--- src/rtl/cpu_pkg.sv ---
// Shared pipeline definitions: datapath default widths and load funct3 encodings.
package cpu_pkg;

    localparam int DATA_W_DEF     = 32;
    localparam int REG_ADDR_W_DEF = 5;
    localparam int CNT_W_DEF      = 32;

    localparam logic [2:0] F3_LB  = 3'b000;
    localparam logic [2:0] F3_LH  = 3'b001;
    localparam logic [2:0] F3_LW  = 3'b010;
    localparam logic [2:0] F3_LBU = 3'b100;
    localparam logic [2:0] F3_LHU = 3'b101;

endpackage

--- src/rtl/mem_wb_stage_if.sv ---
// MEM -> WB boundary bundle: MEM-stage fields, hazard controls and registered WB outputs.
// Handshake: no valid/ready backpressure; mem_valid qualifies the MEM fields each cycle,
// stall holds the WB register, flush squashes it, and wb_valid qualifies the WB fields.
interface mem_wb_stage_if
    import cpu_pkg::*;
#(
    parameter int DATA_W     = DATA_W_DEF,
    parameter int REG_ADDR_W = REG_ADDR_W_DEF,
    parameter int CNT_W      = CNT_W_DEF
);
    logic                  mem_valid;
    logic [DATA_W-1:0]     mem_alu_out;
    logic [DATA_W-1:0]     mem_rdata;
    logic [REG_ADDR_W-1:0] mem_rd;
    logic                  mem_RegWrite;
    logic                  mem_MemtoReg;
    logic [2:0]            mem_funct3;
    logic                  stall;
    logic                  flush;

    logic                  wb_valid;
    logic [DATA_W-1:0]     wb_ALU_out;
    logic [DATA_W-1:0]     wb_datamem_out;
    logic [REG_ADDR_W-1:0] wb_rd;
    logic                  wb_RegWrite;
    logic                  wb_MemtoReg;
    logic                  wb_misalign;
    logic [CNT_W-1:0]      retired_cnt;

    modport master (
        output mem_valid, mem_alu_out, mem_rdata, mem_rd, mem_RegWrite,
               mem_MemtoReg, mem_funct3, stall, flush,
        input  wb_valid, wb_ALU_out, wb_datamem_out, wb_rd, wb_RegWrite,
               wb_MemtoReg, wb_misalign, retired_cnt
    );

    modport slave (
        input  mem_valid, mem_alu_out, mem_rdata, mem_rd, mem_RegWrite,
               mem_MemtoReg, mem_funct3, stall, flush,
        output wb_valid, wb_ALU_out, wb_datamem_out, wb_rd, wb_RegWrite,
               wb_MemtoReg, wb_misalign, retired_cnt
    );

endinterface

--- src/rtl/mem_wb_stage_load_align.sv ---
// Combinational load aligner: picks the addressed byte/halfword out of a little-endian
// word, extends it by load type, and flags misaligned halfword/word loads.
module load_align
    import cpu_pkg::*;
#(
    parameter int DATA_W = DATA_W_DEF
) (
    input  logic [DATA_W-1:0] rdata_i,
    input  logic [1:0]        offset_i,
    input  logic [2:0]        funct3_i,
    input  logic              is_load_i,
    output logic [DATA_W-1:0] data_o,
    output logic              misalign_o
);

    logic [7:0]  byte_sel;
    logic [15:0] half_sel;

    // Lane select and extension by load type; unknown funct3 passes the word through.
    always_comb begin
        byte_sel = rdata_i[{offset_i, 3'b000} +: 8];
        half_sel = rdata_i[{offset_i[1], 4'b0000} +: 16];
        data_o   = rdata_i;
        case (funct3_i)
            F3_LB:   data_o = {{(DATA_W-8){byte_sel[7]}}, byte_sel};
            F3_LBU:  data_o = {{(DATA_W-8){1'b0}}, byte_sel};
            F3_LH:   data_o = {{(DATA_W-16){half_sel[15]}}, half_sel};
            F3_LHU:  data_o = {{(DATA_W-16){1'b0}}, half_sel};
            default: data_o = rdata_i;
        endcase
    end

    // Misalignment only matters for loads: odd halfword address or non-word-aligned LW.
    always_comb begin
        misalign_o = 1'b0;
        if (is_load_i) begin
            case (funct3_i)
                F3_LH, F3_LHU: misalign_o = offset_i[0];
                F3_LW:         misalign_o = (offset_i != 2'b00);
                default:       misalign_o = 1'b0;
            endcase
        end
    end

endmodule

--- src/rtl/mem_wb_stage.sv ---
// MEM/WB pipeline register with load alignment, misalign squash and retired-instruction count.
module mem_wb_stage
    import cpu_pkg::*;
#(
    parameter int DATA_W     = DATA_W_DEF,
    parameter int REG_ADDR_W = REG_ADDR_W_DEF,
    parameter int CNT_W      = CNT_W_DEF
) (
    input  logic           clk,
    input  logic           rst_n,
    mem_wb_stage_if.slave  bus
);

    logic [DATA_W-1:0] align_data;
    logic              align_misalign;

    load_align #(.DATA_W(DATA_W)) u_align (
        .rdata_i    (bus.mem_rdata),
        .offset_i   (bus.mem_alu_out[1:0]),
        .funct3_i   (bus.mem_funct3),
        .is_load_i  (bus.mem_MemtoReg),
        .data_o     (align_data),
        .misalign_o (align_misalign)
    );

    logic                  valid_q,    valid_d;
    logic [DATA_W-1:0]     alu_q,      alu_d;
    logic [DATA_W-1:0]     dmem_q,     dmem_d;
    logic [REG_ADDR_W-1:0] rd_q,       rd_d;
    logic                  regwrite_q, regwrite_d;
    logic                  memtoreg_q, memtoreg_d;
    logic                  misalign_q, misalign_d;
    logic [CNT_W-1:0]      cnt_q,      cnt_d;

    // Next state: flush squashes, stall holds, otherwise capture the MEM fields.
    always_comb begin
        valid_d    = valid_q;
        alu_d      = alu_q;
        dmem_d     = dmem_q;
        rd_d       = rd_q;
        regwrite_d = regwrite_q;
        memtoreg_d = memtoreg_q;
        misalign_d = misalign_q;
        cnt_d      = cnt_q;
        if (bus.flush) begin
            valid_d    = 1'b0;
            alu_d      = '0;
            dmem_d     = '0;
            rd_d       = '0;
            regwrite_d = 1'b0;
            memtoreg_d = 1'b0;
            misalign_d = 1'b0;
        end else if (!bus.stall) begin
            valid_d    = bus.mem_valid;
            alu_d      = bus.mem_alu_out;
            dmem_d     = align_data;
            rd_d       = bus.mem_rd;
            memtoreg_d = bus.mem_MemtoReg;
            // A misaligned load never writes back and never retires.
            regwrite_d = bus.mem_RegWrite & bus.mem_valid & ~align_misalign;
            misalign_d = align_misalign & bus.mem_valid;
            if (bus.mem_valid && !align_misalign) begin
                cnt_d = cnt_q + CNT_W'(1);
            end
        end
    end

    // WB register bank and counter; reset clears immediately.
    always_ff @(posedge clk or negedge rst_n) begin
        if (!rst_n) begin
            valid_q    <= 1'b0;
            alu_q      <= '0;
            dmem_q     <= '0;
            rd_q       <= '0;
            regwrite_q <= 1'b0;
            memtoreg_q <= 1'b0;
            misalign_q <= 1'b0;
            cnt_q      <= '0;
        end else begin
            valid_q    <= valid_d;
            alu_q      <= alu_d;
            dmem_q     <= dmem_d;
            rd_q       <= rd_d;
            regwrite_q <= regwrite_d;
            memtoreg_q <= memtoreg_d;
            misalign_q <= misalign_d;
            cnt_q      <= cnt_d;
        end
    end

    assign bus.wb_valid       = valid_q;
    assign bus.wb_ALU_out     = alu_q;
    assign bus.wb_datamem_out = dmem_q;
    assign bus.wb_rd          = rd_q;
    assign bus.wb_RegWrite    = regwrite_q;
    assign bus.wb_MemtoReg    = memtoreg_q;
    assign bus.wb_misalign    = misalign_q;
    assign bus.retired_cnt    = cnt_q;

endmodule

--- src/flat_wrapper.sv ---
// flat-port wrapper written by rule: the top's interface ports become plain ports
module mem_wb_stage_flat import cpu_pkg::*;
#(
    parameter int DATA_W     = DATA_W_DEF,
    parameter int REG_ADDR_W = REG_ADDR_W_DEF,
    parameter int CNT_W      = CNT_W_DEF
)
  (clk, rst_n, bus_mem_valid, bus_mem_alu_out, bus_mem_rdata, bus_mem_rd, bus_mem_RegWrite, bus_mem_MemtoReg, bus_mem_funct3, bus_stall, bus_flush, bus_wb_valid, bus_wb_ALU_out, bus_wb_datamem_out, bus_wb_rd, bus_wb_RegWrite, bus_wb_MemtoReg, bus_wb_misalign, bus_retired_cnt);
  mem_wb_stage_if #(.DATA_W(DATA_W), .REG_ADDR_W(REG_ADDR_W), .CNT_W(CNT_W)) bus_i ();
  input  logic clk;
  input  logic rst_n;
  input wire logic [$bits(bus_i.mem_valid)-1:0] bus_mem_valid;
  input wire logic [$bits(bus_i.mem_alu_out)-1:0] bus_mem_alu_out;
  input wire logic [$bits(bus_i.mem_rdata)-1:0] bus_mem_rdata;
  input wire logic [$bits(bus_i.mem_rd)-1:0] bus_mem_rd;
  input wire logic [$bits(bus_i.mem_RegWrite)-1:0] bus_mem_RegWrite;
  input wire logic [$bits(bus_i.mem_MemtoReg)-1:0] bus_mem_MemtoReg;
  input wire logic [$bits(bus_i.mem_funct3)-1:0] bus_mem_funct3;
  input wire logic [$bits(bus_i.stall)-1:0] bus_stall;
  input wire logic [$bits(bus_i.flush)-1:0] bus_flush;
  output wire logic [$bits(bus_i.wb_valid)-1:0] bus_wb_valid;
  output wire logic [$bits(bus_i.wb_ALU_out)-1:0] bus_wb_ALU_out;
  output wire logic [$bits(bus_i.wb_datamem_out)-1:0] bus_wb_datamem_out;
  output wire logic [$bits(bus_i.wb_rd)-1:0] bus_wb_rd;
  output wire logic [$bits(bus_i.wb_RegWrite)-1:0] bus_wb_RegWrite;
  output wire logic [$bits(bus_i.wb_MemtoReg)-1:0] bus_wb_MemtoReg;
  output wire logic [$bits(bus_i.wb_misalign)-1:0] bus_wb_misalign;
  output wire logic [$bits(bus_i.retired_cnt)-1:0] bus_retired_cnt;
  assign bus_i.mem_valid = bus_mem_valid;
  assign bus_i.mem_alu_out = bus_mem_alu_out;
  assign bus_i.mem_rdata = bus_mem_rdata;
  assign bus_i.mem_rd = bus_mem_rd;
  assign bus_i.mem_RegWrite = bus_mem_RegWrite;
  assign bus_i.mem_MemtoReg = bus_mem_MemtoReg;
  assign bus_i.mem_funct3 = bus_mem_funct3;
  assign bus_i.stall = bus_stall;
  assign bus_i.flush = bus_flush;
  assign bus_wb_valid = bus_i.wb_valid;
  assign bus_wb_ALU_out = bus_i.wb_ALU_out;
  assign bus_wb_datamem_out = bus_i.wb_datamem_out;
  assign bus_wb_rd = bus_i.wb_rd;
  assign bus_wb_RegWrite = bus_i.wb_RegWrite;
  assign bus_wb_MemtoReg = bus_i.wb_MemtoReg;
  assign bus_wb_misalign = bus_i.wb_misalign;
  assign bus_retired_cnt = bus_i.retired_cnt;
  mem_wb_stage #(.DATA_W(DATA_W), .REG_ADDR_W(REG_ADDR_W), .CNT_W(CNT_W)) u_core (.clk(clk), .rst_n(rst_n), .bus(bus_i));
endmodule
--- config.mk ---
export PLATFORM = sky130hd
export DESIGN_NAME = mem_wb_stage_flat
export DESIGN_NICKNAME = d
export VERILOG_FILES = /design/src/rtl/cpu_pkg.sv /design/src/rtl/mem_wb_stage_if.sv /design/src/rtl/mem_wb_stage_load_align.sv /design/src/rtl/mem_wb_stage.sv /design/src/flat_wrapper.sv
export SDC_FILE = /design/constraint.sdc
export NUM_CORES = 1
export LEC_CHECK = 0
export CAP_MARGIN = 20
export CELL_PAD_IN_SITES_DETAIL_PLACEMENT = 1
export CELL_PAD_IN_SITES_GLOBAL_PLACEMENT = 1
export CORE_MARGIN = 1
export CORE_UTILIZATION = 45
export DETAILED_ROUTE_END_ITERATION = 6
export DONT_BUFFER_PORTS = 1
export PLACE_DENSITY = 0.72
export SETUP_SLACK_MARGIN = 0.05
export SLEW_MARGIN = 10
export SYNTH_ARGS = -nofsm -noshare
export SYNTH_HDL_FRONTEND = slang
export SYNTH_HIERARCHICAL = 1
export SYNTH_SLANG_ARGS = --single-unit
--- constraint.sdc ---
create_clock -name clk -period 2 [get_ports clk]
set_input_delay 0.4 -clock clk [delete_from_list [all_inputs] [get_ports clk]]
set_output_delay 0.4 -clock clk [all_outputs]
set_load 0.02 [all_outputs]
; Yosys cells after proc, flatten, opt, wreduce, memory -nomap -nowiden
; Index checks and enable logic that the tools add are counted.
[totals]
out_inout_bits = 105
register_bits = 105
word_cells = 45
in_bits = 79
[op_classes]
n_eq_ne = 5
n_shift = 2
muxes = 17
n_reduce_logical = 6
add_sub_neg = 1
n_bitwise = 6
[op_table]
columns = cell, count
row1 = two-way mux 32 bit, 4
row2 = one-hot mux 32 bit (4 select lines), 1
row3 = "adder 32 x 1 -> 32 bit, second input constant", 1
row4 = indexed part select 32 x 6 -> 16 bit, 1
row5 = indexed part select 32 x 6 -> 8 bit, 1
row6 = two-way mux 5 bit, 2
row7 = two-way mux 1 bit, 9
row8 = "equality test 3 bit, second input constant", 2
row9 = bitwise AND 1 bit, 3
row10 = "equality test 3 x 1 -> 1 bit, second input constant", 1
row11 = "equality test 3 x 2 -> 1 bit, second input constant", 1
row12 = logical NOT 3 bit, 1
row13 = NOT 1 bit, 3
row14 = AND reduction 3 bit, 1
row15 = "inequality test 2 x 1 -> 1 bit, second input constant", 1
row16 = one-hot mux 1 bit (2 select lines), 1
row17 = nonzero test 2 bit, 1
row18 = OR reduction 2 bit, 1
row19 = logical AND 1 bit, 1
row20 = logical NOT 1 bit, 1

; Depth between registers and ports, before layout
[depth]
ltp_word = 8
mapped_depth = 11
ltp_nobuf = 7

; By module
; The synthesis kept the hierarchy.
[by_module_without_submodules]
columns = mod, cells_each, seq_area_each_um2, area_per_inst_um2, n_inst
row1 = mem_wb_stage, 368, 2627.5, 4366.7, 1
row2 = load_align, 131, 0.0, 902.1, 1

; Least setup slack after synthesis
; Ideal clock, no wire load.
[synth_timing]
kind = in2reg
startpoint = in bus_mem_alu_out[1]
endpoint = reg u_core.cnt_q[21] (netlist: u_core/bus.retired_cnt[21])
path_buffers = 4
required_time_ns = 1.870
path_slack_ns = -0.589
setup_time_ns = 0.130
stages = 11
arrival_time_ns = 2.459
cell_sequence = buf_4 > buf_4 > nor2_1 > nand3b_1 > a21boi_0 > or4b_1 > buf_2 > nor4_4 > buf_4 > nand4_1 > xnor2_1
[synth_via]
elab_chain_len = 6
[synth_lines]
columns = item, line_no
row1 = "start, declared", flat_wrapper.sv:13  ; input wire logic [$bits(bus_i.mem_alu_out)-1:0] bus_mem_alu_out;
row2 = nonzero test 2 bit, mem_wb_stage_load_align.sv:39  ; F3_LW: misalign_o = (offset_i != 2'b00);
row3 = one-hot mux 1 bit (2 select lines), mem_wb_stage_load_align.sv:37  ; case (funct3_i)
row4 = two-way mux 1 bit, mem_wb_stage_load_align.sv:36  ; if (is_load_i) begin
row5 = net u_core.align_misalign, mem_wb_stage.sv:15  ; logic align_misalign;
row6 = logical NOT 1 bit, mem_wb_stage.sv:62  ; if (bus.mem_valid && !align_misalign) begin
row7 = logical AND 1 bit, mem_wb_stage.sv:62
row8 = AND reduction 3 bit (no line), n/a
row9 = "end signal, assigned", mem_wb_stage.sv:87  ; cnt_q <= cnt_d;
row10 = "end, declared", mem_wb_stage.sv:33  ; logic [CNT_W-1:0] cnt_q, cnt_d;
; The timed path passes the listed nets, and every way through them passes these cells.
; A chain may end at the register's enable or synchronous reset.

; Worst setup path after layout
[layout_timing]
startpoint = in bus_mem_alu_out[0]
endpoint = reg u_core.cnt_q[16] (netlist: u_core/bus.retired_cnt[16])
[layout_via]
elab_chain_len = 6
[layout_lines]
columns = item, line_no
row1 = nonzero test 2 bit, mem_wb_stage_load_align.sv:39
row2 = one-hot mux 1 bit (2 select lines) *, mem_wb_stage_load_align.sv:37
row3 = two-way mux 1 bit *, mem_wb_stage_load_align.sv:36
row4 = net u_core.align_misalign, mem_wb_stage.sv:15
row5 = logical NOT 1 bit *, mem_wb_stage.sv:62
row6 = logical AND 1 bit *, mem_wb_stage.sv:62
row7 = AND reduction 3 bit (no line) *, n/a
; Mark *: on every way through the listed nets, which the timed path passes. The rest lies on a longest branch.

==> summary.md <==
| Metric | Value |
|---|---|
| Outcome | `complete, but fails checks` |
| Failing checks | `negative hold slack` |
| Slew Viols, Final | `0` |
| Ys flop type | `dfrtp_1` |
| Placed Instances | `between 600 and 700` |
| CORE AREA | `0.0114 mm2` |
| Yosys reg bits | `105` |
| TritonCTS clock tree | `built` |
| Arrival @ worst endpoint | `roughly 2100 ps` |
| Rel. slew slack | `58.6%` |
| TritonCTS Buffers | `9` |
| Largest net degree at the start of global routing | `106` |
| DR vias | `3783` |
| Initial antenna violation count | `0` |
| Layout cells sized above 1 | `12.3%` |
| Synthesized area per cell | `roughly 11 um2` |
| Global-route wire length before repair | `20.9 mm` |
| Highest ir drop seen on vdd | `0.564 mV` |
| EDFF count, synth | `0` |
| Top-area cell type share of the netlist area | `49.9%` |
| Vias in the first global route | `4007` |
| Critical path capture point type | `flop` |
| Syn Nets | `between 500 and 600` |
| H-tree Lvls | `3` |
| Final non-filler cell total | `646` |
| Post-place setup slack | `-271 ps` |
| WL final | `13.6 mm` |
| Longest Clk Path Bufs | `2` |
| Num ports | `184` |
| CTS sink cnt | `105` |
| Sequential fraction of the synthesis area | `between 40% and 50%` |
| Setup ws final | `approximately 110 ps` |
| Top post-synthesis cells by area | `dfrtp_1 (50%), mux2i_1 (14%), nor2_1 (5.8%)` |
| Synth async-reset ratio | `100%` |
| Post-synthesis cell area | `roughly 0.0053 mm2` |
| Min Hold Slack | `-257 ps` |
| Post-Synthesis Cells | `499` |
| FMAX | `between 500 and 600 MHz` |
| Root buffer cell | `clkbuf_16` |
| Cell taking the most area after synthesis | `dfrtp_1` |
| Clock slew at reported path FFs | `70 ps` |
| Cell variety after synth | `49` |
| Initial DRC count | `249` |
| Final HPWL DP | `9.61 mm` |
| Final hold violation count | `around 110` |
| Slew @ Worst Pin | `620 ps` |
| WS Path Type | `in2reg` |
| Gr usage total | `22.9%` |
| Gpl congestion | `0.794` |
| Filler cells | `1254` |
| CP Data Required Time | `around 2200 ps` |
| Die extent in y | `110 um` |
| Count leader, synth | `dfrtp_1` |
| Via density per instance | `5.86` |
| Clk_lat worst skew | `about 350 ps` |
| Starting Density | `46.1%` |
| Nets@finish | `578` |
| Startpoint types | `primary input` |
| Fin crit period | `1890 ps` |
| Final Cycle Share | `94.7%` |
| DRT Pass-1 Iters | `4` |
| Max-Cap Viols | `0` |
| Pwr dens | `867 mW/mm2` |
| Final setup fails | `0` |
| Synth cell count leaders | `dfrtp_1 (105), nor2_1 (82), mux2i_1 (76)` |
| Die ar. | `0.0121 mm2` |
| Multi-input gate area | `0.00248 mm2` |
| Port Buf Inserts | `0` |
| WL/cell | `21.1 um` |
| Setup Skew | `approximately 5.6 ps` |
| Hold Path Class | `in2async` |
| Max FO, Critical Path | `11` |
| Grt total ovfl | `0` |
| Die width | `110 um` |
| FP Rows | `39` |
| Yosys warning total | `6` |
| Detail Route Antenna Nets | `0` |
| Static Leak | `2.74 nW` |
| Register area | `0.00263 mm2` |
| Area delta synth->final | `10.7%` |
| # DRC | `0` |
| RSZ-0062 raised after global routing | `yes` |
| Util after Layout | `around 51%` |
| PnR Total Power | `0.00506 W` |
| Diodes inserted | `0` |
-- cell type report --
type | instances | area share, %
sequential | 105 | 45.1
multi-input combinational | 354 | 42.5
clock buffer | 13 | 4.63
timing repair buffer | 21 | 3.13
tap | 143 | 3.07
clock inverter | 3 | 1.18
inverter | 7 | 0.451
-- final timing paths --
kind | startpoint | endpoint | slack (ps) | cells past startpoint
worst max register to register | u_core/bus.retired_cnt[5] | u_core/bus.retired_cnt[16] | 290 | 4
min in group clk | bus_flush | u_core/bus.wb_ALU_out[11] | 110 | 1
worst min-delay path | rst_n | u_core/bus.wb_datamem_out[10] | -260 | 0
worst max-delay path | bus_mem_alu_out[0] | u_core/bus.retired_cnt[16] | 110 | 8
worst min register to register | u_core/bus.retired_cnt[2] | u_core/bus.retired_cnt[2] | 540 | 1
max in group asynchronous | rst_n | u_core/bus.retired_cnt[9] | 2050 | 0
-- registers in the layout, indices dropped and copies added (netlist names) --
signal / flops
u_core/bus.wb_ALU_out: 32
u_core/bus.wb_valid: 1
u_core/bus.wb_misalign: 1
u_core/bus.wb_rd: 5
u_core/bus.retired_cnt: 32
u_core/bus.wb_RegWrite: 1
u_core/bus.wb_datamem_out: 32
u_core/bus.wb_MemtoReg: 1
-- through the flow --
step                      area, um2  setup TNS [ps]
final                          5830               0
after global routing           5830               0
after CTS                      5810               0
after detailed placement       5470           -4600
after global placement         5470           -2650
after floorplan                5320           -6430
-- report_power, final --
part           leakage (nW)  switching, W  internal (W)  total (W)
Combinational          1.17      0.000309      0.000289   0.000598
Clock                 0.166      0.000778       0.00121    0.00198
Sequential             1.41      0.000225       0.00225    0.00248
-- worst max-delay path, cell delays in order --
cell,delay [ps]
nor2_4,80
nand3b_1,130
a21boi_2,70
or4b_4,540
buf_4,170
nor4_4,380
nand4_1,180
xnor2_1,160
-- routing by layer --
layer  up-vias  global-route usage [%]  part of all wire (%)
met2       139                    37.1                    49
met1      1875                    28.1                    41
li1       1751                       -                     -
met4         0                    9.30                   1.8
met3        18                    7.47                   8.2
met5         -                       0                     0
-- cells by family after synthesis --
| group | after synthesis | synth area share, % |
|---|---|---|
| AND/OR/NAND/NOR | 180 | 16.2 |
| multiplexers | 82 | 16.1 |
| XOR/XNOR | 31 | 5.15 |
| adder cells (fa/ha/maj) | 1 | 0.237 |
| buffers and inverters | 40 | 3.70 |
| AO/OA/AOI/OAI | 60 | 8.74 |
| flip-flops | 105 | 49.9 |
-- cell usage in the layout (no fill, tap or decap), types with 3 or more instances in the layout --
cell type    n
buf_4       19
o21ai_2     10
o22ai_1      3
nand2_1     39
dfrtp_1    105
nor2_1      81
nor2b_1      6
clkbuf_8     3
nand4_1     16
a22oi_1     10
mux2_2       3
o221ai_1     8
xor2_1       3
mux2i_1     76
inv_1        6
and3_1       5
xnor2_1     27
a2bb2oi_1    3
a21oi_1      3
clkbuf_16    9
o21ai_0     12
nand2b_1     3
nand3_1     12
nand3b_1     3
a222oi_1     3
-- repair_timing --
item | in CTS | in global routing
resized for setup | 0 | 2
endpoints found under the setup margin | 0 | 2
hold endpoints to repair | 105 | 105
buffers inserted | 0 | 2
(Power assumes the default switching activity.)
==> edit (config.mk and constraints unchanged) <==
`dmem_q` no longer has a reset.
--- a/src/rtl/mem_wb_stage.sv
+++ b/src/rtl/mem_wb_stage.sv
@@ -72,3 +72,2 @@
             alu_q      <= '0;
-            dmem_q     <= '0;
             rd_q       <= '0;
@@ -81,3 +80,2 @@
             alu_q      <= alu_d;
-            dmem_q     <= dmem_d;
             rd_q       <= rd_d;
@@ -88,2 +86,6 @@
         end
+    end
+
+    always_ff @(posedge clk) begin
+        dmem_q <= dmem_d;
     end
Function: changed (Yosys sat finds a counterexample within 4 cycles, from zero or initial values and one cycle with rst_n low).
==> edit against the original RTL <==
The flow still finishes with violations (negative hold slack); wire length shrank 3.1%; sequential share of layout area shrank 0.26 points; worst setup slack gained 0.12 ns; sequential cell count is the same; maximum frequency grew 6.5%; critical path depth grew 1; power shrank 12%; design area shrank 5.6%; area after synthesis shrank 3.8%; critical path type unchanged; largest cell class unchanged.
==> edit: results (changes against the original RTL) <==
| Metric | Value |
|---|---|
| Skew-Pair Late Insertion Delay | 0.38 ns (+0.03 ns) |
| Status | complete, but fails checks |
| Slew margin rel. | 62.6% (+4.0 points) |
| Leakage power | 2.54 nW (-7.4%) |
| Placer Congestion | 0.937 (+18%) |
| Hold Slack | -0.302 ns (-0.0445 ns) |
| Reg clk slew, reported paths | 0.10 ns (+0.03 ns) |
| Peak supply drop | 0.414 mV (-27%) |
| Share of layout cells above drive strength 1 | 12.9% (+0.60 points) |
| WL met2 | 6390 um (-3.2%) |
| Reg2reg start | u_core/bus.retired_cnt[14]$_DFFE_PN0P_ |
| Synth Area per Inst | 10.3 um2 (-2.3%) |
| Setup WS pre-CTS | -0.169 ns (+0.102 ns) |
| Vias in the first global route | 3,877 (-3.2%) |
| Clock root cell | clkbuf_8 |
| GRT Overall Usage | 22.8% (-0.082 points) |
| Clk_skew | 0.00701 ns (+0.00138 ns) |
| Total number of vias | 3,768 (-0.40%) |
| Failing checks | negative hold slack |
| WP data arrival | 2.07 ns (-0.05 ns) |
| Seq/Total Area, Yosys | 48.7% (-1.2 points) |
| Routed length on met3 | 1180 um (+5.7%) |
| Final WL | 13,200 um (-3.1%) |
| Reg2reg path depth | 5 (+1) |
| R2R Setup Slk | 0.26 ns (-0.03 ns) |
| Final Hold Fails | 73 (-30%) |
-- edit: cell types whose count changed after synthesis, moves of 2 or more --
cell,change
and3_1,-2
nand4b_1,-2
dfxtp_1,+32
nand4_1,-5
nand3_1,+5
clkbuf_1,-3
dfrtp_1,-32
xor2_1,+2
nand2_1,-2
xnor2_1,-2
nor4_1,+2
-- edit: cells by family (layout without fill, tap and decap cells) --
group | Yosys count | in the layout | share of synthesized area (%)
AO/OA/AOI/OAI | 60 | 60 | 9.19
XOR/XNOR | 31 | 31 | 5.36
adder cells (fa/ha/maj) | 1 | 1 | 0.247
buffers and inverters | 36 | 48 | 3.48
flip-flops | 105 | 105 | 48.7
multiplexers | 82 | 82 | 16.7
AND/OR/NAND/NOR | 176 | 176 | 16.3
-- edit: through the flow --
stage / cell area [um2] / setup TNS (ns)
after floorplan: 5100 / -6.99
after global placement: 5290 / -1.51
after detailed placement: 5290 / -2.38
after CTS: 5510 / 0
after global routing: 5510 / 0
final: 5510 / 0
-- edit: worst max path at each step --
stage                                           start                                     end  slack (ns)  cells past startpoint
2_1_floorplan                      bus_mem_alu_out[1]  u_core/bus.retired_cnt[28]$_DFFE_PN0P_       -0.34                     10
3_3_place_gp                       bus_mem_alu_out[0]  u_core/bus.retired_cnt[22]$_DFFE_PN0P_       -0.11                      9
3_5_place_dp                       bus_mem_alu_out[0]  u_core/bus.retired_cnt[30]$_DFFE_PN0P_       -0.17                      9
4_1_cts        u_core/bus.retired_cnt[14]$_DFFE_PN0P_  u_core/bus.retired_cnt[30]$_DFFE_PN0P_        0.23                      5
5_1_grt        u_core/bus.retired_cnt[14]$_DFFE_PN0P_  u_core/bus.retired_cnt[30]$_DFFE_PN0P_        0.07                      5
6_report                           bus_mem_alu_out[0]  u_core/bus.retired_cnt[14]$_DFFE_PN0P_        0.22                      9
-- edit: metal layers --
metal  up-vias  track usage (%)
met4         0             10.4
li1       1733                -
met1      1871             28.2
met3        20             6.21
met2       144             37.0
met5         -                0
-- edit: cell type report --
cell class              instances  area (um2)  area share, %
flip-flops and latches        105        2470           44.8
multi-input cells             350        2430           44.2
repair buffers                 26         195           3.54
well taps                     140         175           3.18
clock buffers                  11         151           2.75
clock inverters                 5        62.6           1.14
inverters                       6        22.5          0.409
-- edit: worst max-delay path: stages --
cell,delay (ns)
nor2_4,0.08
nand3b_1,0.13
a21boi_2,0.07
or4b_1,0.51
buf_4,0.19
nor4_4,0.13
buf_4,0.20
nand3_1,0.12
xnor2_1,0.23
-- edit: power by group --
part           leakage, nW  switching, mW  internal, mW
clock                0.102          0.753         0.654
combinational         1.19          0.332         0.277
sequential            1.24          0.209          2.25
total                 2.54           1.29          3.18
-- edit: repair_timing --
item / 4_1_cts / 5_1_grt
setup endpoints to repair: 0 / 0
hold endpoints to repair: 73 / 73
resized for setup: 0 / 0
